`config.mk`:
```
export PLATFORM = sky130hd
export DESIGN_NAME = obj_detect_ctrl_flat
export DESIGN_NICKNAME = d
export VERILOG_FILES = /design/src/rtl/obj_detect_ctrl_if.sv /design/src/rtl/obj_detect_ctrl.sv /design/src/flat_wrapper.sv
export SDC_FILE = /design/constraint.sdc
export NUM_CORES = 1
export LEC_CHECK = 0
export ABC_CLOCK_PERIOD_IN_PS = 1800
export CORE_MARGIN = 3
export CORE_UTILIZATION = 49
export CTS_BUF_LIST = sky130_fd_sc_hd__clkbuf_16
export DETAILED_ROUTE_END_ITERATION = 6
export PLACE_DENSITY = 0.74
export SETUP_SLACK_MARGIN = 0.5
export SLEW_MARGIN = 15
export SYNTH_ARGS = -nofsm -noshare
export SYNTH_HDL_FRONTEND = slang
export SYNTH_SLANG_ARGS = --single-unit
```
`constraint.sdc`:
```
create_clock -name clk -period 1.8 [get_ports clk]
set_input_delay 0.54 -clock clk [delete_from_list [all_inputs] [get_ports clk]]
set_output_delay 0.54 -clock clk [all_outputs]
set_load 0.005 [all_outputs]
```
`src/rtl/obj_detect_ctrl_if.sv`:
```
// Sensor inputs, direction report handshake and status outputs of obj_detect_ctrl.
// master = the controller side, slave = the sensor/consumer side.
interface obj_detect_ctrl_if;
    logic       front_sensor;
    logic       left_sensor;
    logic       right_sensor;
    logic       back_sensor;
    logic       dir_valid;
    logic [2:0] dir_code;
    logic       dir_ack;
    logic       invalid_combo;
    logic [7:0] event_count;

    modport master (
        input  front_sensor, left_sensor, right_sensor, back_sensor, dir_ack,
        output dir_valid, dir_code, invalid_combo, event_count
    );

    modport slave (
        output front_sensor, left_sensor, right_sensor, back_sensor, dir_ack,
        input  dir_valid, dir_code, invalid_combo, event_count
    );
endinterface

```
`src/rtl/obj_detect_ctrl.sv`:
```
// Purpose: synchronize + debounce four object sensors, report one direction code per new pattern.
// Latency: raw change to stab in DEBOUNCE+2 edges, stab to dir_valid in 1 edge (2 from WAIT_CHANGE).
// Backpressure: a report is held until dir_ack; sensor changes meanwhile are not queued.
module obj_detect_ctrl #(
    parameter int DEBOUNCE = 4
) (
    input  logic              clk,
    input  logic              reset,
    obj_detect_ctrl_if.master bus
);
    localparam logic [7:0] DEB_CNT = 8'(DEBOUNCE);

    typedef enum logic [1:0] {
        IDLE        = 2'd0,
        REPORT      = 2'd1,
        WAIT_CHANGE = 2'd2
    } state_t;

    state_t     state, state_nxt;
    logic [3:0] raw_vec, sync1, sync2, cand, stab, rep_vec;
    logic [7:0] deb_cnt, event_cnt;
    logic [2:0] stab_code, code_q;
    logic       stab_valid, stab_inv;
    logic       stab_upd, inv_pulse;
    logic       load_rep, take_ack;

    assign raw_vec = {bus.front_sensor, bus.left_sensor, bus.right_sensor, bus.back_sensor};

    // stab loads on the edge the run-length counter reaches DEBOUNCE
    always_ff @(posedge clk or posedge reset) begin
        if (reset) begin
            sync1    <= 4'd0;
            sync2    <= 4'd0;
            cand     <= 4'd0;
            stab     <= 4'd0;
            deb_cnt  <= 8'd0;
            stab_upd <= 1'b0;
        end else begin
            sync1    <= raw_vec;
            sync2    <= sync1;
            stab_upd <= 1'b0;
            if (sync2 != cand) begin
                cand    <= sync2;
                deb_cnt <= 8'd1;
            end else if (deb_cnt < DEB_CNT) begin
                deb_cnt <= deb_cnt + 8'd1;
                if (deb_cnt + 8'd1 == DEB_CNT) begin
                    stab     <= cand;
                    stab_upd <= (cand != stab);
                end
            end
        end
    end

    always_comb begin
        stab_code  = 3'd0;
        stab_valid = 1'b1;
        stab_inv   = 1'b0;
        case (stab)
            4'b1000: stab_code = 3'd0;
            4'b0100: stab_code = 3'd1;
            4'b0010: stab_code = 3'd2;
            4'b0001: stab_code = 3'd3;
            4'b1010: stab_code = 3'd4;
            4'b1100: stab_code = 3'd5;
            4'b0011: stab_code = 3'd6;
            4'b0101: stab_code = 3'd7;
            4'b0000: stab_valid = 1'b0;
            default: begin
                stab_valid = 1'b0;
                stab_inv   = 1'b1;
            end
        endcase
    end

    always_ff @(posedge clk or posedge reset) begin
        if (reset) begin
            inv_pulse <= 1'b0;
        end else begin
            inv_pulse <= stab_upd && stab_inv;
        end
    end

    always_comb begin
        state_nxt = state;
        load_rep  = 1'b0;
        take_ack  = 1'b0;
        case (state)
            IDLE: begin
                if (stab_valid) begin
                    load_rep  = 1'b1;
                    state_nxt = REPORT;
                end
            end
            REPORT: begin
                if (bus.dir_ack) begin
                    take_ack  = 1'b1;
                    state_nxt = WAIT_CHANGE;
                end
            end
            WAIT_CHANGE: begin
                if (stab != rep_vec) begin
                    state_nxt = IDLE;
                end
            end
            default: state_nxt = IDLE;
        endcase
    end

    always_ff @(posedge clk or posedge reset) begin
        if (reset) begin
            state     <= IDLE;
            code_q    <= 3'd0;
            rep_vec   <= 4'd0;
            event_cnt <= 8'd0;
        end else begin
            state <= state_nxt;
            if (load_rep) begin
                code_q  <= stab_code;
                rep_vec <= stab;
            end
            if (take_ack && event_cnt != 8'hFF) begin
                event_cnt <= event_cnt + 8'd1;
            end
        end
    end

    assign bus.dir_valid     = (state == REPORT);
    assign bus.dir_code      = code_q;
    assign bus.invalid_combo = inv_pulse;
    assign bus.event_count   = event_cnt;
endmodule

```
`src/flat_wrapper.sv`:
```
// flat-port wrapper written by rule: the top's interface ports become plain ports
module obj_detect_ctrl_flat 
#(
    parameter int DEBOUNCE = 4
)
  (clk, reset, bus_front_sensor, bus_left_sensor, bus_right_sensor, bus_back_sensor, bus_dir_ack, bus_dir_valid, bus_dir_code, bus_invalid_combo, bus_event_count);
  obj_detect_ctrl_if bus_i ();
  input  logic clk;
  input  logic reset;
  input wire logic [$bits(bus_i.front_sensor)-1:0] bus_front_sensor;
  input wire logic [$bits(bus_i.left_sensor)-1:0] bus_left_sensor;
  input wire logic [$bits(bus_i.right_sensor)-1:0] bus_right_sensor;
  input wire logic [$bits(bus_i.back_sensor)-1:0] bus_back_sensor;
  input wire logic [$bits(bus_i.dir_ack)-1:0] bus_dir_ack;
  output wire logic [$bits(bus_i.dir_valid)-1:0] bus_dir_valid;
  output wire logic [$bits(bus_i.dir_code)-1:0] bus_dir_code;
  output wire logic [$bits(bus_i.invalid_combo)-1:0] bus_invalid_combo;
  output wire logic [$bits(bus_i.event_count)-1:0] bus_event_count;
  assign bus_i.front_sensor = bus_front_sensor;
  assign bus_i.left_sensor = bus_left_sensor;
  assign bus_i.right_sensor = bus_right_sensor;
  assign bus_i.back_sensor = bus_back_sensor;
  assign bus_i.dir_ack = bus_dir_ack;
  assign bus_dir_valid = bus_i.dir_valid;
  assign bus_dir_code = bus_i.dir_code;
  assign bus_invalid_combo = bus_i.invalid_combo;
  assign bus_event_count = bus_i.event_count;
  obj_detect_ctrl #(.DEBOUNCE(DEBOUNCE)) u_core (.clk(clk), .reset(reset), .bus(bus_i));
endmodule
```
==> metrics.cfg <==
[outcome]
status = finished clean

[placed_design]
dp_worst_setup_slack_ps = -62.8
portBuffers = 19
gp_congestion = 0.765
dpl-instance-area_um2 = 2100
place.detailed.hpwl_um = 2100

[cells_and_area]
post_route_cells_drive_above_1_share_pct = 50.8
fin_area_um2 = 2630
antenna_cells = 0
layout.nets = 208
synthToLayoutAreaGrowth_pct = 46.0

[floorplan]
core_area_um2 = 3440
dieHeight_um = 66.6
die_x_um = 66.6
die_area_um2 = 4430
row_count = 21
initial_core_util_pct = 52.3
ios = 20

[yosys]
synth_edf_count = 0
synthTopCellsByArea = dfrtp_1 (60%), xor2_1 (5.4%), mux2_2 (4.4%)
synth_common_cells = dfrtp_1 (43), xor2_1 (11), mux2_2 (7), nand3_1 (7), xnor2_1 (7)
synth_area_um2 = 1800
avgSynthCellArea_um2 = 13.0
ys.flop_type = dfrtp_1
async_flop_share_pct = 100
synth_seq_cells = 43
yosysSeqAreaShare_pct = 59.8
synth_warnings = 0
yosysTopAreaCellShare_pct = 59.8
synth_most_common_cell = dfrtp_1
synth_cells = 138
synth_largest_area_cell = dfrtp_1
ys_types = 38
syn-num-nets = 147

[setup_path]
cp_data_required_time_ps = 1970
worstPathMaxFanout = 3
cp-start-kind = flip-flop
arrival_ps = 1860
endpoint_kind = flip-flop
worstSetupPathType = flip-flop to flip-flop

[routing]
wire_per_inst_um = 17.5
ant_nets = 0
wl_um = 4290
drc_errors = 0
vias = 1304
drt-pass1-iter-count = 4
drtIter0Drc = 69
routed_via_density = 5.32

[power]
power.density_nw_per_um2 = 1180
peakVddDrop_mv = 0.761
p_int_uw = 2210
p_sw_share_pct = 28.9
p_switching_uw = 894
clkPwrFrac_pct = 27.0
p_leak_uw = 0.00126
pwr-share-seq_pct = 39.4
p_comb_share_pct = 33.7

[grt]
antenna_found_initial = 0
grt_max_degree = 30
grt-ovfl-total = 0
grtUsageTotal_pct = 19.1
grt_pass1_vias = 1311
grt_pass1_wl_um = 6240

[timing]
period_share_pct = 93.8
worst_pin_slew_ps = 366
setup_viol = 0
max-slew-margin-rel_pct = 75.5
finalCriticalPeriod_ps = 1690
fin_skew_ps = 5.78
clock.fmax_ghz = 0.593
fin_ws_ps = 112
rsz0062_at_grt = yes
slew_violations = 0
hold_viol_final = 0
fin_tns_setup_ps = 0

[clocking]
cts.sinks = 43
cts_buffers = 5
clockBufferDepth = 2
clk_pin_slew_ps = 60
htreeDepth = 2
cts_root_buffer = clkbuf_16
cts_tree = yes
clk_latency_ps = 280

[flow_run]
maxCapViolCount = 0

[min_path]
min_path_type = flip-flop to flip-flop

state kept, by name, summed over array words and instances (netlist names):
| signal | flops |
|---|---|
| u_core.bus.event_count | 8 |
| u_core.deb_cnt | 8 |
| u_core.cand | 4 |
| u_core.rep_vec | 4 |
| u_core.stab | 4 |
| u_core.sync1 | 4 |
| u_core.sync2 | 4 |
| u_core.bus.dir_code | 3 |
| u_core.state | 2 |
| u_core.bus.invalid_combo | 1 |
| u_core.stab_upd | 1 |
per-layer routing:
metal / track usage, % / part of all wire [%]
met1: 22.1 / 42
met4: 9.14 / 2.6
met3: 4.72 / 3.0
met2: 32.8 / 52
met5: 0 / 0
critical path, stage by stage (launching register included):
cell and delay, ps:
dfrtp_1 380, xor2_1 190, nor4_4 310, nor3b_4 260, buf_6 150, mux2_4 290
worst paths after layout:
check	cells after the start	endpoint	startpoint	slack, ps
min in group asynchronous	2	u_core.bus.event_count[5]$_DFFE_PP0P_	reset	590
min reg2reg	0	u_core.sync2[1]$_DFF_PP0_	u_core.sync1[1]$_DFF_PP0_	350
max	5	u_core.stab[1]$_DFFE_PP0P_	u_core.cand[3]$_DFFE_PP0N_	110
max reg2reg	5	u_core.stab[1]$_DFFE_PP0P_	u_core.cand[3]$_DFFE_PP0N_	110
min	0	u_core.sync2[1]$_DFF_PP0_	u_core.sync1[1]$_DFF_PP0_	350
max in group asynchronous	3	u_core.cand[0]$_DFFE_PP0N_	reset	760
logic make-up (layout without fill, tap and decap cells):
family	after synthesis	in the layout	share of synthesized area (%)
flops	43	43	59.8
simple gates	39	40	14.4
xor+xnor	18	18	8.76
compound gates	13	13	4.52
buf+inv	12	72	3.69
mux	11	11	7.44
fa+ha+maj	2	2	1.39
power by group through the flow:
stage	registers (uW)	clock network, uW	logic [uW]
floorplan	1230	0	413
global placement	1260	0	605
detailed placement	1260	0	629
CTS	1200	841	901
global route	1230	888	1110
finish	1220	836	1040
placed cells by master, fill, tap and decap left out, types with 2 or more instances in the layout:
cell              n
a21oi_1           2
and2_1            5
buf_2            12
buf_4            27
buf_6            15
clkbuf_16         5
clkdlybuf4s50_1   5
dfrtp_1          43
inv_1             2
mux2_2            3
mux2_4            7
nand2_1           4
nand2_2           2
nand2b_1          2
nand3_1           3
nand3_2           2
nand3_4           2
nor3_2            2
nor4_2            2
o21ai_0           2
or4_4             2
xnor2_1           4
xnor2_2           3
xor2_1           11
cell type report:
| cell class | instances | area [um2] |
|---|---|---|
| inverters | 3 | 15.0 |
| clock buffers | 5 | 125 |
| multi-input cells | 84 | 828 |
| well taps | 46 | 57.6 |
| clock inverters | 2 | 8.76 |
| repair buffers | 62 | 515 |
| flip-flops and latches | 43 | 1080 |
| fillers | 204 | 816 |
metrics by stage:
stage / power, uW / utilization [%] / hold WS, ps / std cells
final: 3100 / 76.3 / 351 / 245
after global placement: 1860 / 60.9 / 335 / 204
after detailed placement: 1890 / 60.9 / 336 / 204
after floorplan: 1640 / - / 331 / 138
after global routing: 3220 / 76.3 / 365 / 245
after CTS: 2940 / 71.4 / 358 / 236
what timing repair did:
action / 4_1_cts / 5_1_grt
endpoints found under the setup margin: 38 / 42
gates cloned: 2 / 0
setup buffers: 23 / 9
hold buffers: 0 / 0
gates resized for setup: 71 / 29
pin swaps: 8 / 8
endpoints found under the hold margin: 0 / 0
No activity file was read; power rests on OpenSTA's default activity.
